**src/rtl/alu_share_arbiter_if.sv**
```systemverilog
// -----------------------------------------------------------------------------
// alu_share_arbiter_if
// Request and response bundle for the shared ALU arbiter.
//
// Handshake: a requester raises reqN_valid with reqN_op/a/b and holds all four
// stable until it sees reqN_ready high in the same cycle. A transfer happens
// on a rising edge where valid && ready are both high. Valid must never be
// made to depend on ready. The response side has no ready. rsp_valid is a
// one-cycle pulse that the owner named by rsp_id must take.
//
// Signals (master = requester side, slave = arbiter side):
//   reqN_valid  m->s  operation pending on requester N
//   reqN_ready  s->m  requester N accepted this cycle
//   reqN_op     m->s  00 AND, 01 OR, 10 ADD, 11 MUL
//   reqN_a/b    m->s  two's-complement operands, WIDTH bits
//   rsp_valid   s->m  result present (single-cycle pulse)
//   rsp_id      s->m  requester owning the result
//   rsp_result  s->m  2*WIDTH-bit result
// -----------------------------------------------------------------------------
interface alu_share_arbiter_if #(
    parameter int WIDTH = 8
);
    logic                 req0_valid;
    logic                 req0_ready;
    logic [1:0]           req0_op;
    logic [WIDTH-1:0]     req0_a;
    logic [WIDTH-1:0]     req0_b;

    logic                 req1_valid;
    logic                 req1_ready;
    logic [1:0]           req1_op;
    logic [WIDTH-1:0]     req1_a;
    logic [WIDTH-1:0]     req1_b;

    logic                 rsp_valid;
    logic                 rsp_id;
    logic [2*WIDTH-1:0]   rsp_result;

    modport master (
        output req0_valid, req0_op, req0_a, req0_b,
        output req1_valid, req1_op, req1_a, req1_b,
        input  req0_ready, req1_ready,
        input  rsp_valid, rsp_id, rsp_result
    );

    modport slave (
        input  req0_valid, req0_op, req0_a, req0_b,
        input  req1_valid, req1_op, req1_a, req1_b,
        output req0_ready, req1_ready,
        output rsp_valid, rsp_id, rsp_result
    );
endinterface

```
**src/rtl/alu_share_arbiter.sv**
```systemverilog
// -----------------------------------------------------------------------------
// alu_share_arbiter
// Shares one signed WIDTH-bit ALU between two requesters with round-robin
// arbitration. AND/OR/ADD answer one cycle after accept. MUL is an iterative
// shift-add on operand magnitudes that holds the ALU for WIDTH cycles plus a
// finishing cycle that applies the sign.
//
// Ports:
//   clk      rising-edge clock
//   rst_n    asynchronous active-low reset
//   arb_if   request/response bundle (slave side)
//   state_o  current FSM state (0 IDLE, 1 MUL, 2 FIN) for observation
// -----------------------------------------------------------------------------
module alu_share_arbiter #(
    parameter int WIDTH = 8
) (
    input  logic                      clk,
    input  logic                      rst_n,
    alu_share_arbiter_if.slave        arb_if,
    output logic [1:0]                state_o
);

    localparam int RW = 2 * WIDTH;
    localparam int CW = (WIDTH > 1) ? $clog2(WIDTH) : 1;

    localparam logic [1:0] OP_AND = 2'b00;
    localparam logic [1:0] OP_OR  = 2'b01;
    localparam logic [1:0] OP_ADD = 2'b10;
    localparam logic [1:0] OP_MUL = 2'b11;

    typedef enum logic [1:0] {
        ST_IDLE = 2'd0,
        ST_MUL  = 2'd1,
        ST_FIN  = 2'd2
    } state_t;

    state_t            state_q, state_d;

    // Id of the requester granted most recently; resets to 1 so req0 wins
    // the first tie.
    logic              last_q;

    logic              grant_vld;
    logic              grant_id;
    logic              accept;

    logic [1:0]        sel_op;
    logic [WIDTH-1:0]  sel_a;
    logic [WIDTH-1:0]  sel_b;
    logic [WIDTH-1:0]  abs_a;
    logic [WIDTH-1:0]  abs_b;
    logic [RW-1:0]     single_res;

    logic [RW-1:0]     mcand_q;
    logic [WIDTH-1:0]  mplier_q;
    logic [RW-1:0]     acc_q;
    logic              sign_q;
    logic [CW-1:0]     cnt_q;
    logic              owner_q;

    logic              rsp_valid_q;
    logic              rsp_id_q;
    logic [RW-1:0]     rsp_result_q;

    // ---------------------------------------------------------------------
    // Arbitration: purely a function of valids and the last-grant pointer.
    // ---------------------------------------------------------------------
    always_comb begin
        grant_vld = 1'b0;
        grant_id  = 1'b0;
        if (arb_if.req0_valid && arb_if.req1_valid) begin
            grant_vld = 1'b1;
            grant_id  = ~last_q;
        end else if (arb_if.req0_valid) begin
            grant_vld = 1'b1;
            grant_id  = 1'b0;
        end else if (arb_if.req1_valid) begin
            grant_vld = 1'b1;
            grant_id  = 1'b1;
        end
    end

    // ---------------------------------------------------------------------
    // FSM process 1: state register
    // ---------------------------------------------------------------------
    always_ff @(posedge clk or negedge rst_n) begin
        if (!rst_n) begin
            state_q <= ST_IDLE;
        end else begin
            state_q <= state_d;
        end
    end

    // ---------------------------------------------------------------------
    // FSM process 2: next state
    // ---------------------------------------------------------------------
    always_comb begin
        state_d = state_q;
        case (state_q)
            ST_IDLE: begin
                if (accept && (sel_op == OP_MUL)) begin
                    state_d = ST_MUL;
                end
            end
            ST_MUL: begin
                if (cnt_q == CW'(WIDTH - 1)) begin
                    state_d = ST_FIN;
                end
            end
            ST_FIN:  state_d = ST_IDLE;
            default: state_d = ST_IDLE;
        endcase
    end

    // ---------------------------------------------------------------------
    // FSM process 3: outputs (ready/accept only exist in IDLE)
    // ---------------------------------------------------------------------
    always_comb begin
        arb_if.req0_ready = 1'b0;
        arb_if.req1_ready = 1'b0;
        accept            = 1'b0;
        if (state_q == ST_IDLE) begin
            accept            = grant_vld;
            arb_if.req0_ready = grant_vld && !grant_id;
            arb_if.req1_ready = grant_vld &&  grant_id;
        end
    end

    // ---------------------------------------------------------------------
    // Operand selection and single-cycle results
    // ---------------------------------------------------------------------
    always_comb begin
        sel_op = grant_id ? arb_if.req1_op : arb_if.req0_op;
        sel_a  = grant_id ? arb_if.req1_a  : arb_if.req0_a;
        sel_b  = grant_id ? arb_if.req1_b  : arb_if.req0_b;
    end

    // Magnitudes as unsigned WIDTH-bit values; the most negative operand maps
    // onto 2^(WIDTH-1), which still fits unsigned.
    assign abs_a = sel_a[WIDTH-1] ? (~sel_a + WIDTH'(1)) : sel_a;
    assign abs_b = sel_b[WIDTH-1] ? (~sel_b + WIDTH'(1)) : sel_b;

    always_comb begin
        single_res = '0;
        case (sel_op)
            OP_AND:  single_res = {{WIDTH{1'b0}}, sel_a & sel_b};
            OP_OR:   single_res = {{WIDTH{1'b0}}, sel_a | sel_b};
            OP_ADD:  single_res = {{WIDTH{sel_a[WIDTH-1]}}, sel_a}
                                + {{WIDTH{sel_b[WIDTH-1]}}, sel_b};
            default: single_res = '0;
        endcase
    end

    // ---------------------------------------------------------------------
    // Datapath, pointer and response registers
    // ---------------------------------------------------------------------
    always_ff @(posedge clk or negedge rst_n) begin
        if (!rst_n) begin
            last_q       <= 1'b1;
            owner_q      <= 1'b0;
            mcand_q      <= '0;
            mplier_q     <= '0;
            acc_q        <= '0;
            sign_q       <= 1'b0;
            cnt_q        <= '0;
            rsp_valid_q  <= 1'b0;
            rsp_id_q     <= 1'b0;
            rsp_result_q <= '0;
        end else begin
            rsp_valid_q <= 1'b0;
            case (state_q)
                ST_IDLE: begin
                    if (accept) begin
                        last_q  <= grant_id;
                        owner_q <= grant_id;
                        if (sel_op == OP_MUL) begin
                            mcand_q  <= {{WIDTH{1'b0}}, abs_a};
                            mplier_q <= abs_b;
                            acc_q    <= '0;
                            sign_q   <= sel_a[WIDTH-1] ^ sel_b[WIDTH-1];
                            cnt_q    <= '0;
                        end else begin
                            rsp_valid_q  <= 1'b1;
                            rsp_id_q     <= grant_id;
                            rsp_result_q <= single_res;
                        end
                    end
                end
                ST_MUL: begin
                    if (mplier_q[0]) begin
                        acc_q <= acc_q + mcand_q;
                    end
                    mcand_q  <= mcand_q << 1;
                    mplier_q <= mplier_q >> 1;
                    cnt_q    <= cnt_q + CW'(1);
                end
                ST_FIN: begin
                    rsp_valid_q  <= 1'b1;
                    rsp_id_q     <= owner_q;
                    rsp_result_q <= sign_q ? (~acc_q + RW'(1)) : acc_q;
                end
                default: ;
            endcase
        end
    end

    assign arb_if.rsp_valid  = rsp_valid_q;
    assign arb_if.rsp_id     = rsp_id_q;
    assign arb_if.rsp_result = rsp_result_q;
    assign state_o           = state_q;

endmodule

```
**src/flat_wrapper.sv**
```systemverilog
// flat-port wrapper written by rule: the top's interface ports become plain ports
module alu_share_arbiter_flat 
#(
    parameter int WIDTH = 8
)
  (clk, rst_n, state_o, arb_if_req0_valid, arb_if_req0_op, arb_if_req0_a, arb_if_req0_b, arb_if_req1_valid, arb_if_req1_op, arb_if_req1_a, arb_if_req1_b, arb_if_req0_ready, arb_if_req1_ready, arb_if_rsp_valid, arb_if_rsp_id, arb_if_rsp_result);
  alu_share_arbiter_if #(.WIDTH(WIDTH)) arb_if_i ();
  input  logic clk;
  input  logic rst_n;
  output logic [1:0] state_o;
  input wire logic [$bits(arb_if_i.req0_valid)-1:0] arb_if_req0_valid;
  input wire logic [$bits(arb_if_i.req0_op)-1:0] arb_if_req0_op;
  input wire logic [$bits(arb_if_i.req0_a)-1:0] arb_if_req0_a;
  input wire logic [$bits(arb_if_i.req0_b)-1:0] arb_if_req0_b;
  input wire logic [$bits(arb_if_i.req1_valid)-1:0] arb_if_req1_valid;
  input wire logic [$bits(arb_if_i.req1_op)-1:0] arb_if_req1_op;
  input wire logic [$bits(arb_if_i.req1_a)-1:0] arb_if_req1_a;
  input wire logic [$bits(arb_if_i.req1_b)-1:0] arb_if_req1_b;
  output wire logic [$bits(arb_if_i.req0_ready)-1:0] arb_if_req0_ready;
  output wire logic [$bits(arb_if_i.req1_ready)-1:0] arb_if_req1_ready;
  output wire logic [$bits(arb_if_i.rsp_valid)-1:0] arb_if_rsp_valid;
  output wire logic [$bits(arb_if_i.rsp_id)-1:0] arb_if_rsp_id;
  output wire logic [$bits(arb_if_i.rsp_result)-1:0] arb_if_rsp_result;
  assign arb_if_i.req0_valid = arb_if_req0_valid;
  assign arb_if_i.req0_op = arb_if_req0_op;
  assign arb_if_i.req0_a = arb_if_req0_a;
  assign arb_if_i.req0_b = arb_if_req0_b;
  assign arb_if_i.req1_valid = arb_if_req1_valid;
  assign arb_if_i.req1_op = arb_if_req1_op;
  assign arb_if_i.req1_a = arb_if_req1_a;
  assign arb_if_i.req1_b = arb_if_req1_b;
  assign arb_if_req0_ready = arb_if_i.req0_ready;
  assign arb_if_req1_ready = arb_if_i.req1_ready;
  assign arb_if_rsp_valid = arb_if_i.rsp_valid;
  assign arb_if_rsp_id = arb_if_i.rsp_id;
  assign arb_if_rsp_result = arb_if_i.rsp_result;
  alu_share_arbiter #(.WIDTH(WIDTH)) u_core (.clk(clk), .rst_n(rst_n), .arb_if(arb_if_i), .state_o(state_o));
endmodule
```
**config.mk**
```make
export PLATFORM = sky130hd
export DESIGN_NAME = alu_share_arbiter_flat
export DESIGN_NICKNAME = d
export VERILOG_FILES = /design/src/rtl/alu_share_arbiter_if.sv /design/src/rtl/alu_share_arbiter.sv /design/src/flat_wrapper.sv
export SDC_FILE = /design/constraint.sdc
export NUM_CORES = 1
export LEC_CHECK = 0
export ABC_AREA = 1
export ABC_CLOCK_PERIOD_IN_PS = 6800
export BUFFER_PORTS_ARGS = -buffer_cell sky130_fd_sc_hd__buf_2
export CORE_UTILIZATION = 50
export DETAILED_ROUTE_END_ITERATION = 16
export MAX_ROUTING_LAYER = met4
export PLACE_DENSITY = 0.77
export SETUP_SLACK_MARGIN = 0.02
export SLEW_MARGIN = 25
export SYNTH_ARGS = -nofsm -noshare
export SYNTH_HDL_FRONTEND = slang
export SYNTH_SLANG_ARGS = --single-unit
```
**constraint.sdc**
```tcl
create_clock -name clk -period 6.8 [get_ports clk]
set_clock_uncertainty 0.2 [all_clocks]
set_input_delay 0.34 -clock clk [delete_from_list [all_inputs] [get_ports clk]]
set_output_delay 0.34 -clock clk [all_outputs]
set_load 0.01 [all_outputs]
```
# ---- Word-level counts from Yosys, hierarchy flattened
# Index checks and enable logic that the tools add are counted.
dict set report word_totals {
  ff_bits 66
}
dict set report op_classes {
  add_sub_neg 6
  n_eq_ne 12
  muxes 40
  bitwise 7
  n_reduce_logical 15
}
# operator count
set ops {}
lappend ops {{2-to-1 mux 16 bit} 8}
lappend ops {{case mux 16 bit (2 select lines)} 3}
lappend ops {{2-to-1 mux 8 bit} 6}
lappend ops {{case mux 16 bit (3 select lines)} 1}
lappend ops {{adder 16 x 1 -> 16 bit (second input constant)} 1}
lappend ops {{adder 16 bit} 1}
lappend ops {{adder 8 x 1 -> 8 bit (second input constant)} 2}
lappend ops {{NOT 16 bit} 1}
lappend ops {{NOT 8 bit} 2}
lappend ops {{case mux 8 bit (2 select lines)} 1}
lappend ops {{2-to-1 mux 1 bit} 12}
lappend ops {{!= test 2 x 1 -> 1 bit (second input constant)} 5}
lappend ops {{adder 8 x 8 -> 9 bit} 1}
lappend ops {{AND reduction 3 bit} 3}
lappend ops {{bitwise AND 8 bit} 1}
lappend ops {{OR 8 bit} 1}
lappend ops {{equality test 2 bit (second input constant)} 3}
lappend ops {{2-to-1 mux 2 bit} 3}
lappend ops {{2-to-1 mux 3 bit} 2}
lappend ops {{case mux 3 bit (2 select lines)} 1}
lappend ops {{equality test 2 x 1 -> 1 bit (second input constant)} 2}
lappend ops {{logical AND 1 bit} 4}
lappend ops {{zero test 2 bit} 2}
lappend ops {{case mux 1 bit (2 select lines)} 2}
lappend ops {{other kinds (10)} 12}

# ---- Depth between registers and ports, before layout
dict set report logic_depth {
  ltp_word 10
  ltp_mapped 19
  depth_no_buf 18
}

# ---- Worst setup path after synthesis
# Ideal clock, no wire load.
dict set report synth_path {
  path_type {flip-flop to flip-flop}
  from {register u_core.last_q}
  to {register u_core.rsp_result_q[10] (netlist: u_core.arb_if.rsp_result[10])}
  setup_ns 0.065
  arrival_time_ns 2.241
  t_required_ns 6.535
  path_slack_ns 4.295
  stages_incl_launch_ff 20
  path_cell_list {dfstp_2 > nand2_2 > nand2_4 > buf_6 > nand2_2 > nand2_2 > clkinv_1 > ha_1 > ha_1 > inv_1 > nand2_2 > nand2_1 > nand3_1 > nand2_1 > nand2_1 > nand2_1 > nand2_2 > nand2_1 > nand2_1 > nand2_1}
}
dict set report synth_between {
  elab_chain_len 8
  elab_cells_between_ends 16
}
# item line
set synth_lines {}
lappend synth_lines {{start: declaration} alu_share_arbiter.sv:41} ;# logic last_q;
lappend synth_lines {{start signal: assignment} alu_share_arbiter.sv:174} ;# last_q <= grant_id;
lappend synth_lines {{NOT 1 bit *} alu_share_arbiter.sv:73} ;# grant_id = ~last_q;
lappend synth_lines {{2-to-1 mux 1 bit *} alu_share_arbiter.sv:71} ;# if (arb_if.req0_valid && arb_if.req1_valid) begin
lappend synth_lines {{2-to-1 mux 8 bit (tied with other cells)} alu_share_arbiter.sv:134} ;# sel_a = grant_id ? arb_if.req1_a : arb_if.req0_a;
lappend synth_lines {{adder 8 x 8 -> 9 bit (tied with other cells)} alu_share_arbiter.sv:149} ;# + {{WIDTH{sel_b[WIDTH-1]}}, sel_b};
lappend synth_lines {{case mux 16 bit (3 select lines)} alu_share_arbiter.sv:145} ;# case (sel_op)
lappend synth_lines {{2-to-1 mux 16 bit} alu_share_arbiter.sv:176} ;# if (sel_op == OP_MUL) begin
lappend synth_lines {{2-to-1 mux 16 bit} alu_share_arbiter.sv:173} ;# if (accept) begin
lappend synth_lines {{case mux 16 bit (2 select lines)} alu_share_arbiter.sv:171} ;# case (state_q)
lappend synth_lines {{end signal: assignment} alu_share_arbiter.sv:185} ;# rsp_result_q <= single_res;
lappend synth_lines {{end signal: assignment} alu_share_arbiter.sv:200} ;# rsp_result_q <= sign_q ? (~acc_q + RW'(1)) : acc_q;
lappend synth_lines {{end: declaration} alu_share_arbiter.sv:63} ;# logic [RW-1:0] rsp_result_q;
# Every way passes the cells marked *; elsewhere a longest branch is shown, timed or not. The select of a mux whose other input is x is not followed.
# A chain may end at the register's enable or synchronous reset.

# ---- Final worst setup path
dict set report layout_path {
  from {register u_core.last_q}
  to {register u_core.cnt_q[1]}
}
dict set report layout_between {
  elab_chain_len 6
}
# item line
set layout_lines {}
lappend layout_lines {{NOT 1 bit} alu_share_arbiter.sv:73}
lappend layout_lines {{2-to-1 mux 1 bit} alu_share_arbiter.sv:71}
lappend layout_lines {{2-to-1 mux 2 bit} alu_share_arbiter.sv:133} ;# sel_op = grant_id ? arb_if.req1_op : arb_if.req0_op;
lappend layout_lines {{equality test 2 bit} alu_share_arbiter.sv:176}
lappend layout_lines {{!= test 2 x 1 -> 1 bit (no source line)} n/a}
lappend layout_lines {{AND reduction 3 bit (no source line)} n/a}
lappend layout_lines {{end signal: assignment} alu_share_arbiter.sv:195} ;# cnt_q <= cnt_q + CW'(1);
lappend layout_lines {{end: declaration} alu_share_arbiter.sv:58} ;# logic [CW-1:0] cnt_q;
# Every way passes these cells.

==> flow_summary.yaml <==
finish:
  final_cell_mix: "nand2_1 (170), inv_1 (93), nor2_1 (65), dfrtp_1 (65), buf_2 (61)"
  fin_nets: 846
  syn_to_final_growth_pct: 11.4
  fillers: 954
  layout_commonest_cell: "nand2_1"
  n_antenna_cell: 0
  final_layout_size_suffix_gt1_frac: 0.169
global_routing:
  track_usage: 0.271
  grt_first_pass_wirelength_mm: 21.4
  overflow: 0
  antenna_found_initial: 0
  grt_max_degree: 67
  grt_pass1_vias: 4483
drt:
  drc: 0
  routed_wirelength_mm: 12.6
  wire_per_inst_um: 13.8
  drt_iter0_drc: 422
  via_per_inst: 5.35
  first_pass_iters: 5
  vias: 4863
  drtAntennaViolNets: 0
yosys:
  postSynthCellCount: 713
  synth_nets: 788
  yosys_warnings: 0
  synth_top_area_frac: 0.326
  synthFlopType: "dfrtp_1"
  ys_seq_area_frac: 0.331
  synth_edf_count: 0
  synth.largest_area_cell: "dfrtp_1"
  ys_top_cells_by_area: "dfrtp_1 (33%), nand2_1 (13%), ha_1 (8.5%)"
  synth_cell_types: 43
  synth-seq-cells: 66
  avgSynthCellArea_um2: 7.01
  syn_area_mm2: 0.00500
  async_flop_share: 1.00
power_and_ir_drop:
  total_power_mw: 2.35
  power-per-cell-area_mw_per_mm2: 422
  p_switching_mw: 1.18
  clock_power_share: 0.130
  swShare: 0.501
  ir_worst_vdd_mv: 0.130
  power_leakage_nw: 2.90
  p_int_mw: 1.17
  pwr-share-seq: 0.305
  p_comb_frac: 0.565
worst_setup_path:
  start_kind: "register"
  crit_path_max_fanout: 32
  critPathKind: "reg -> reg"
  rrSetupSlack_ns: 3.89
  cp_data_arrival_time_ns: 2.96
  critPathSlowestCell: "nand2_1"
  slowest_delay_ns: 0.57
  cp_common_cell: "nand2_1"
  required_ns: 6.84
  crit_chain: "nand2_2 -> nand2_4 -> nand2_1 -> nand2_2 -> inv_1 -> nor2_2 -> nand2_1 -> nand2_1 -> inv_2 -> a22o_1"
  cp-end-kind: "register"
job:
  max_cap_violations: 0
floorplan:
  die_h_um: 102
  die-area_mm2: 0.0104
  num_rows: 36
  core_area_mm2: 0.00973
  die_w_um: 102
  io_pins: 62
  initial_core_util: 0.514
clock_network:
  cts_setup_buffers: 0
  cts_hold_buffers: 1
  cts-buffers-inserted: 9
  clk_pin_slew_worst_paths_ns: 0.08
  clock_sinks: 66
  cts_max_path_buffers: 2
  ctsResizeCount: 0
  clock_latency_ns: 0.35
  cts_tree: "done"
  h-tree-depth: 3
  root_buffer: "clkbuf_8"
sta:
  tightest_slew_ns: 0.831
  setup_tns_ns: 0
  report.final.setup_viol: 0
  post-route-period-util: 0.428
  final_max_slew_viol_count: 0
  hold_violations: 0
  min_period_ns: 2.91
  fmax_mhz: 343
  rsz0062_at_grt: "no"
  relSlewSlack: 0.446
placed_design:
  place_congestion: 0.930
  hpwl_mm: 9.73
  portBuffers: 61
outcome:
  outcome: "complete, no violations"
hold_path:
  worstHoldPathType: "in -> reg"
[cell usage after synthesis, types with 2 or more instances]
cell type	number
xor2_1	5
o211ai_1	6
a21boi_0	2
buf_2	7
dfrtp_1	65
a22o_1	2
a21oi_1	51
nor2_1	65
nand3_1	45
nand2_2	13
nor3_1	8
buf_6	4
o21ai_0	54
clkbuf_1	6
nand3_2	2
nand2_4	2
nand4_1	6
o21ai_1	5
o221ai_1	6
nor2_2	6
or2_2	4
ha_1	34
a31oi_1	5
o22ai_1	13
inv_1	93
inv_2	10
nand2_1	170
o21ai_2	9
[critical path: cells and delay by family (launching register included)]
family	cells	cell delay, ns
AOI/OAI and AO/OA	1	0.27
buffers and inverters	2	0.37
DFF	1	0.54
and+or+nand+nor	7	1.42
[kinds of logic after synthesis]
group / after synthesis / synth area share
compound gates: 161 / 0.192
xor+xnor: 6 / 0.0105
fa+ha+maj: 35 / 0.0892
buf+inv: 122 / 0.100
flops: 66 / 0.331
simple gates: 323 / 0.277
[cell type report]
type	count	area (µm²)	share of cell area
clock inverters	7	53.8	0.00966
well taps	133	166	0.0299
inverters	104	390	0.0701
repair buffers	65	338	0.0607
multi-input cells	525	2840	0.511
clock buffers	9	124	0.0222
flip-flops and latches	66	1650	0.297
[worst paths after layout]
kind / depth (start not counted) / end / startpoint
worst max-delay path: 10 / u_core.cnt_q[1] / u_core.last_q
worst min-delay path: 3 / u_core.mcand_q[0] / arb_if_req1_a[0]
worst max register to register: 10 / u_core.cnt_q[1] / u_core.last_q
worst min register to register: 2 / u_core.last_q / u_core.last_q
max in group asynchronous: 3 / u_core.mcand_q[4] / rst_n
min in group asynchronous: 3 / u_core.arb_if.rsp_result[14] / rst_n
[metal layers]
| metal | wire [µm] | vias up | part of all wire | GRT usage |
|---|---|---|---|---|
| met5 | 0 | - | 0 | - |
| met4 | 174 | 0 | 0.014 | 0.0747 |
| met3 | 724 | 16 | 0.058 | 0.0417 |
| met2 | 5590 | 139 | 0.44 | 0.412 |
| met1 | 6100 | 2235 | 0.48 | 0.375 |
| li1 | - | 2473 | - | - |
[power groups by stage]
stage	sequential, mW	clock, mW	combinational (mW)
5_1_grt	0.743	0.332	1.53
4_1_cts	0.715	0.311	1.32
3_5_place_dp	0.723	0	1.31
2_1_floorplan	0.706	0	0.988
6_report	0.717	0.306	1.33
3_3_place_gp	0.717	0	1.28
[flip-flops by register name, summed over array words and instances (netlist names)]
name / flops
u_core.acc_q: 16
u_core.arb_if.rsp_id: 1
u_core.arb_if.rsp_result: 16
u_core.arb_if.rsp_valid: 1
u_core.cnt_q: 3
u_core.last_q: 1
u_core.mcand_q: 16
u_core.mplier_q: 8
u_core.owner_q: 1
u_core.sign_q: 1
u_core.state_o: 2
[metrics by stage]
step	cell area, µm²	setup slack, ns	instances	util	hold slack [ns]
floorplan	5000	4.29	713	-	-0.156
global placement	5380	3.99	892	0.553	0.260
detailed placement	5380	3.90	892	0.553	0.261
CTS	5570	3.89	909	0.572	0.136
global route	5570	3.62	909	0.572	0.155
finish	5570	3.89	909	0.572	0.146
No activity file was read; power rests on OpenSTA's default activity.
